`config.mk`:
```
export PLATFORM = sky130hd
export DESIGN_NAME = bw_io_bsr_seq
export DESIGN_NICKNAME = d
export VERILOG_FILES = /design/src/rtl/bw_io_bsr_pkg.sv /design/src/rtl/bw_io_bsr_shreg.sv /design/src/rtl/bw_io_bsr_seq.sv
export SDC_FILE = /design/constraint.sdc
export NUM_CORES = 1
export LEC_CHECK = 0
export CORE_UTILIZATION = 55
export DETAILED_ROUTE_END_ITERATION = 8
export GPL_TIMING_DRIVEN = 0
export PLACE_DENSITY = 0.89
export RECOVER_POWER = 100
export SLEW_MARGIN = 20
export SYNTH_ARGS = -nofsm -noshare
export SYNTH_HDL_FRONTEND = slang
export SYNTH_SLANG_ARGS = --single-unit
```
`constraint.sdc`:
```
create_clock -name clk -period 4.4 [get_ports clk]
set_input_delay 1.32 -clock clk [delete_from_list [all_inputs] [get_ports clk]]
set_output_delay 1.32 -clock clk [all_outputs]
set_load 0.1 [all_outputs]
```
`src/rtl/bw_io_bsr_pkg.sv`:
```
// Shared definitions for the boundary-scan DR sequencer: op codes, FSM states
// and the bit positions used by the CFG operation.
package bw_io_bsr_pkg;

  // Host operation encodings carried on req_op
  localparam logic [1:0] BSR_OP_SCAN   = 2'b00;
  localparam logic [1:0] BSR_OP_SHIFT  = 2'b01;
  localparam logic [1:0] BSR_OP_UPDATE = 2'b10;
  localparam logic [1:0] BSR_OP_CFG    = 2'b11;

  // Sequencer states
  typedef enum logic [2:0] {
    IDLE    = 3'd0,
    CAPTURE = 3'd1,
    SHIFT   = 3'd2,
    UPDATE  = 3'd3,
    CFG     = 3'd4,
    DONE    = 3'd5
  } bsr_state_t;

  // Positions of the configuration bits inside req_data for a CFG request
  localparam int CFG_MODE_BIT = 0;
  localparam int CFG_HIZ_BIT  = 1;

endpackage

```
`src/rtl/bw_io_bsr_shreg.sv`:
```
// Host-side image of the scan chain. Loaded with the shift-in pattern when a
// request is accepted; each shift moves one bit towards bit 0 and inserts the
// bit returned from the chain (bso) at the top.
module bw_io_bsr_shreg #(
  parameter int CHAIN_LEN = 16
) (
  input  logic                 clk,
  input  logic                 rst_io_l,
  input  logic                 load,
  input  logic [CHAIN_LEN-1:0] load_data,
  input  logic                 shift_en,
  input  logic                 sin,
  output logic [CHAIN_LEN-1:0] q
);

  // Load has priority; shifting is right-shift with bso entering at the MSB
  always_ff @(posedge clk or negedge rst_io_l) begin
    if (!rst_io_l) begin
      q <= '0;
    end else if (load) begin
      q <= load_data;
    end else if (shift_en) begin
      q <= {sin, q[CHAIN_LEN-1:1]};
    end
  end

endmodule

```
`src/rtl/bw_io_bsr_seq.sv`:
```
// Boundary-scan DR sequencer. Takes one host operation at a time, drives the
// chain-wide strobes and mode levels, serialises data into bsr_si and returns
// the bits collected from bso. Every chain-facing output is registered, so each
// strobe is set on the edge that enters the state it belongs to.
module bw_io_bsr_seq
  import bw_io_bsr_pkg::*;
#(
  parameter int CHAIN_LEN = 16,
  parameter int CNT_W     = 7
) (
  input  logic                 clk,
  input  logic                 rst_io_l,
  input  logic                 req_vld,
  output logic                 req_rdy,
  input  logic [1:0]           req_op,
  input  logic [CHAIN_LEN-1:0] req_data,
  output logic                 rsp_vld,
  input  logic                 rsp_rdy,
  output logic [CHAIN_LEN-1:0] rsp_data,
  output logic                 shift_dr,
  output logic                 clock_dr,
  output logic                 update_dr,
  output logic                 mode_ctl,
  output logic                 hiz_l,
  output logic                 bsr_si,
  input  logic                 bso
);

  localparam logic [CNT_W-1:0] CNT_LAST = CNT_W'(CHAIN_LEN - 1);

  bsr_state_t           state_reg;
  logic [CNT_W-1:0]     cnt_reg;
  logic                 ret_data_reg;   // operation returns the shifted-out bits
  logic [CHAIN_LEN-1:0] shreg_q;
  logic                 accept;
  logic                 shreg_shift;

  assign req_rdy     = (state_reg == IDLE);
  assign accept      = req_rdy && req_vld;
  assign shreg_shift = (state_reg == SHIFT);

  bw_io_bsr_shreg #(
    .CHAIN_LEN (CHAIN_LEN)
  ) u_shreg (
    .clk       (clk),
    .rst_io_l  (rst_io_l),
    .load      (accept),
    .load_data (req_data),
    .shift_en  (shreg_shift),
    .sin       (bso),
    .q         (shreg_q)
  );

  // Sequencer FSM with registered strobes, levels and response
  always_ff @(posedge clk or negedge rst_io_l) begin
    if (!rst_io_l) begin
      state_reg    <= IDLE;
      cnt_reg      <= '0;
      ret_data_reg <= 1'b0;
      shift_dr     <= 1'b0;
      clock_dr     <= 1'b0;
      update_dr    <= 1'b0;
      bsr_si       <= 1'b0;
      mode_ctl     <= 1'b0;
      hiz_l        <= 1'b0;
      rsp_vld      <= 1'b0;
      rsp_data     <= '0;
    end else begin
      case (state_reg)
        IDLE: begin
          if (req_vld) begin
            case (req_op)
              BSR_OP_SCAN: begin
                state_reg    <= CAPTURE;
                clock_dr     <= 1'b1;
                shift_dr     <= 1'b0;
                ret_data_reg <= 1'b1;
              end
              BSR_OP_SHIFT: begin
                state_reg    <= SHIFT;
                clock_dr     <= 1'b1;
                shift_dr     <= 1'b1;
                // shreg is being loaded this edge, so take bit 0 straight from the request
                bsr_si       <= req_data[0];
                cnt_reg      <= '0;
                ret_data_reg <= 1'b1;
              end
              BSR_OP_UPDATE: begin
                state_reg    <= UPDATE;
                update_dr    <= 1'b1;
                ret_data_reg <= 1'b0;
              end
              default: begin
                state_reg    <= CFG;
                mode_ctl     <= req_data[CFG_MODE_BIT];
                hiz_l        <= req_data[CFG_HIZ_BIT];
                ret_data_reg <= 1'b0;
              end
            endcase
          end
        end
        CAPTURE: begin
          state_reg <= SHIFT;
          shift_dr  <= 1'b1;
          clock_dr  <= 1'b1;
          bsr_si    <= shreg_q[0];
          cnt_reg   <= '0;
        end
        SHIFT: begin
          if (cnt_reg == CNT_LAST) begin
            state_reg <= UPDATE;
            shift_dr  <= 1'b0;
            clock_dr  <= 1'b0;
            bsr_si    <= 1'b0;
            update_dr <= 1'b1;
            cnt_reg   <= '0;
          end else begin
            cnt_reg <= cnt_reg + 1'b1;
            // shreg moves down one place this edge, so bit 1 is next on bsr_si
            bsr_si  <= shreg_q[1];
          end
        end
        UPDATE: begin
          state_reg <= DONE;
          update_dr <= 1'b0;
          rsp_vld   <= 1'b1;
          rsp_data  <= ret_data_reg ? shreg_q : '0;
        end
        CFG: begin
          state_reg <= DONE;
          rsp_vld   <= 1'b1;
          rsp_data  <= '0;
        end
        DONE: begin
          if (rsp_rdy) begin
            state_reg <= IDLE;
            rsp_vld   <= 1'b0;
            rsp_data  <= '0;
          end
        end
        default: begin
          state_reg <= IDLE;
        end
      endcase
    end
  end

endmodule

```
==> results.txt <==
Outcome - complete, but fails checks
Failing checks - DRC
Setup Fix Bufs, Post-CTS - 0
Critical Path AT - 2.50 ns
RSZ-0062 raised after global routing - no
Period utilization - 86.87%
Slew Viols, Final - 0
Crit-path max FO - 10
WP buf/inv - 3
Cells after Synth - 243
Min-Delay Path Class - reg -> reg
Worst hold stages - 1
Initial Util - 58.05%
Max Cap Viol - 0
First-pass GRT wire length - 9653 um
Pre-CTS setup slack - 0.9210 ns
FILL cells - 343
Synthesized area per cell - 10.62 um2
Fin area - 3171 um2
Crit path cell chain - buf_4, clkbuf_1, nor3_1, dlygate4sd3_1
CP Launch Type - flip-flop
DRT antenna net count - 0
HP Start - hiz_l
Vias/cell - 5.951
Most common cell in the netlist - dfrtp_1
Critical path depth in cells - 4
Crit path max-delay cell type - dlygate4sd3_1
Share of layout cells above drive strength 1 - 11.07%
CTS Root Cell - clkbuf_8
Seq/Total Area, Yosys - 48.50%
Worst Skew - 0.005537 ns
Synth top area share - 48.50%
Die width - 70.49 um
Slew HR - 7.958%
Initial DRC Count - 162
FF+latch count, synth - 50
Clock latency at the later pin of the worst-skew pair - 0.31 ns
R2r endpoint - rsp_data[15]
Worst EP required - 3.08 ns
Total CTS buffers - 5
Detailed Place HPWL - 4061 um
FMAX - 0.2616 GHz
CTS resizes - 0
WL/cell - 16.27 um
Fin Setup TNS - 0 ns
Asr flop ratio synth - 100.0%
TritonCTS clock tree - done
Die area - 4969 um2
Final Setup Violations - 0
Initial antenna violation count - 0
FF-to-FF Start - state_reg[1]
Warnings, synthesis - 0
Core ar. - 4444 um2
Total clock sinks - 50
Area Growth Syn to Fin - 22.89%
Cell Area, Synth - 2580 um2
CTS clk-pin slew, worst paths - 0.10 ns
Clock buffer depth - 2
Largest stage delay on the critical path - 1.22 ns
Worst slew pin tran - 1.381 ns
Number of synthesized flops with an enable pin - 0
Row cnt - 24
Worst path top cell family by delay - buffers and inverters
Die height - 70.49 um
Post-synth cell types - 44
NumNets Final - 326
I/O pins - 47
Gr usage total - 24.83%
Placed Instance Area - 3128 um2
Initial DRT Pass Iterations - 6
RePlAce Congestion - 0.8684
Routed Wire Length - 5695 um
Min cycle time layout - 3.822 ns
Most used flip-flop cell after synthesis - dfrtp_1
DRC Markers - 7
Worst Setup Slack, final - 0.5777 ns
Hold buffers post-CTS - 0
CTS H-tree lvls - 2
Final Hold Fails - 0
Number of global-route vias before repair - 2018
Crit. End Element - output pin
FF-to-FF path depth - 4
Endpoint, Worst Hold - hiz_l
Area contributors post-synth - dfrtp_1 (48%), mux2_2 (7.0%), mux2i_1 (6.2%)
R2R setup slack - 1.98 ns
Yosys top cell by area - dfrtp_1
CP Class - reg -> out
Post-Syn Nets - 272
IO buf count - 46
Antenna Diode Count - 0
Via count - 2083
Largest net degree at the start of global routing - 28
Post-synth top cells - dfrtp_1 (50), o21ai_0 (23), nand2_1 (22), and3_1 (17)
Overflow after GRT - 0
[per-layer routing]
metal / vias to the layer above / global-route usage, % / wire [um]
li1: 985 / - / -
met1: 1030 / 35.01 / 2603
met2: 58 / 39.27 / 2763
met3: 10 / 4.618 / 229
met4: 0 / 7.029 / 98
met5: - / 0 / 0
[kinds of logic after synthesis]
kind of cell	after synthesis	synth area share (%)
multiplexers	34	14.06
adder cells (fa/ha/maj)	6	2.910
buffers and inverters	23	4.704
AND/OR/NAND/NOR	73	15.52
flip-flops	50	48.50
AO/OA/AOI/OAI	57	14.31
[cells in the final DEF (no fill, tap or decap), drive strengths merged, types with 5 or more instances in the layout]
master | synthesis | routed
nand3 | 5 | 5
mux2 | 18 | 18
mux2i | 16 | 16
nor2 | 9 | 9
o21ai | 26 | 26
dlygate4sd3 | 0 | 27
buf | 11 | 8
and3 | 17 | 17
dfrtp | 50 | 50
nand2 | 22 | 22
a21oi | 5 | 5
o211ai | 6 | 6
clkbuf | 6 | 17
inv | 6 | 7
clkdlybuf4s50 | 0 | 18
ha | 6 | 6
[stage by stage]
step / utilization, % / hold WS, ns / instances
CTS: 72.61 / 0.5157 / 350
global placement: 69.88 / 0.4728 / 341
floorplan: - / 0.4833 / 243
detailed placement: 70.38 / 0.4947 / 342
global route: 71.34 / 0.5227 / 350
finish: 71.34 / 0.5049 / 350
[how the worst max path moves through the flow]
stage	start	slack, ns	end
2_1_floorplan	state_reg[0]	0.29	req_rdy
3_3_place_gp	rst_io_l	0.61	rsp_data[14]
3_5_place_dp	req_op[1]	0.92	shift_dr
4_1_cts	state_reg[0]	0.62	req_rdy
5_1_grt	state_reg[2]	0.49	req_rdy
6_report	state_reg[1]	0.58	req_rdy
[cell type report]
type | instances | area, um2 | share of cell area (%)
sequential | 50 | 1251 | 39.46
tap | 52 | 65.06 | 2.052
clock buffer | 6 | 82.58 | 2.605
clock inverter | 2 | 16.27 | 0.5130
multi-input combinational | 170 | 1186 | 37.41
inverter | 6 | 22.52 | 0.7103
timing repair buffer | 47 | 457.9 | 14.44
buffer | 17 | 88.84 | 2.802
Power is left out: the tool's default activity adds up to more than one toggle a clock period on the data nets, which glitch-free logic cannot reach.
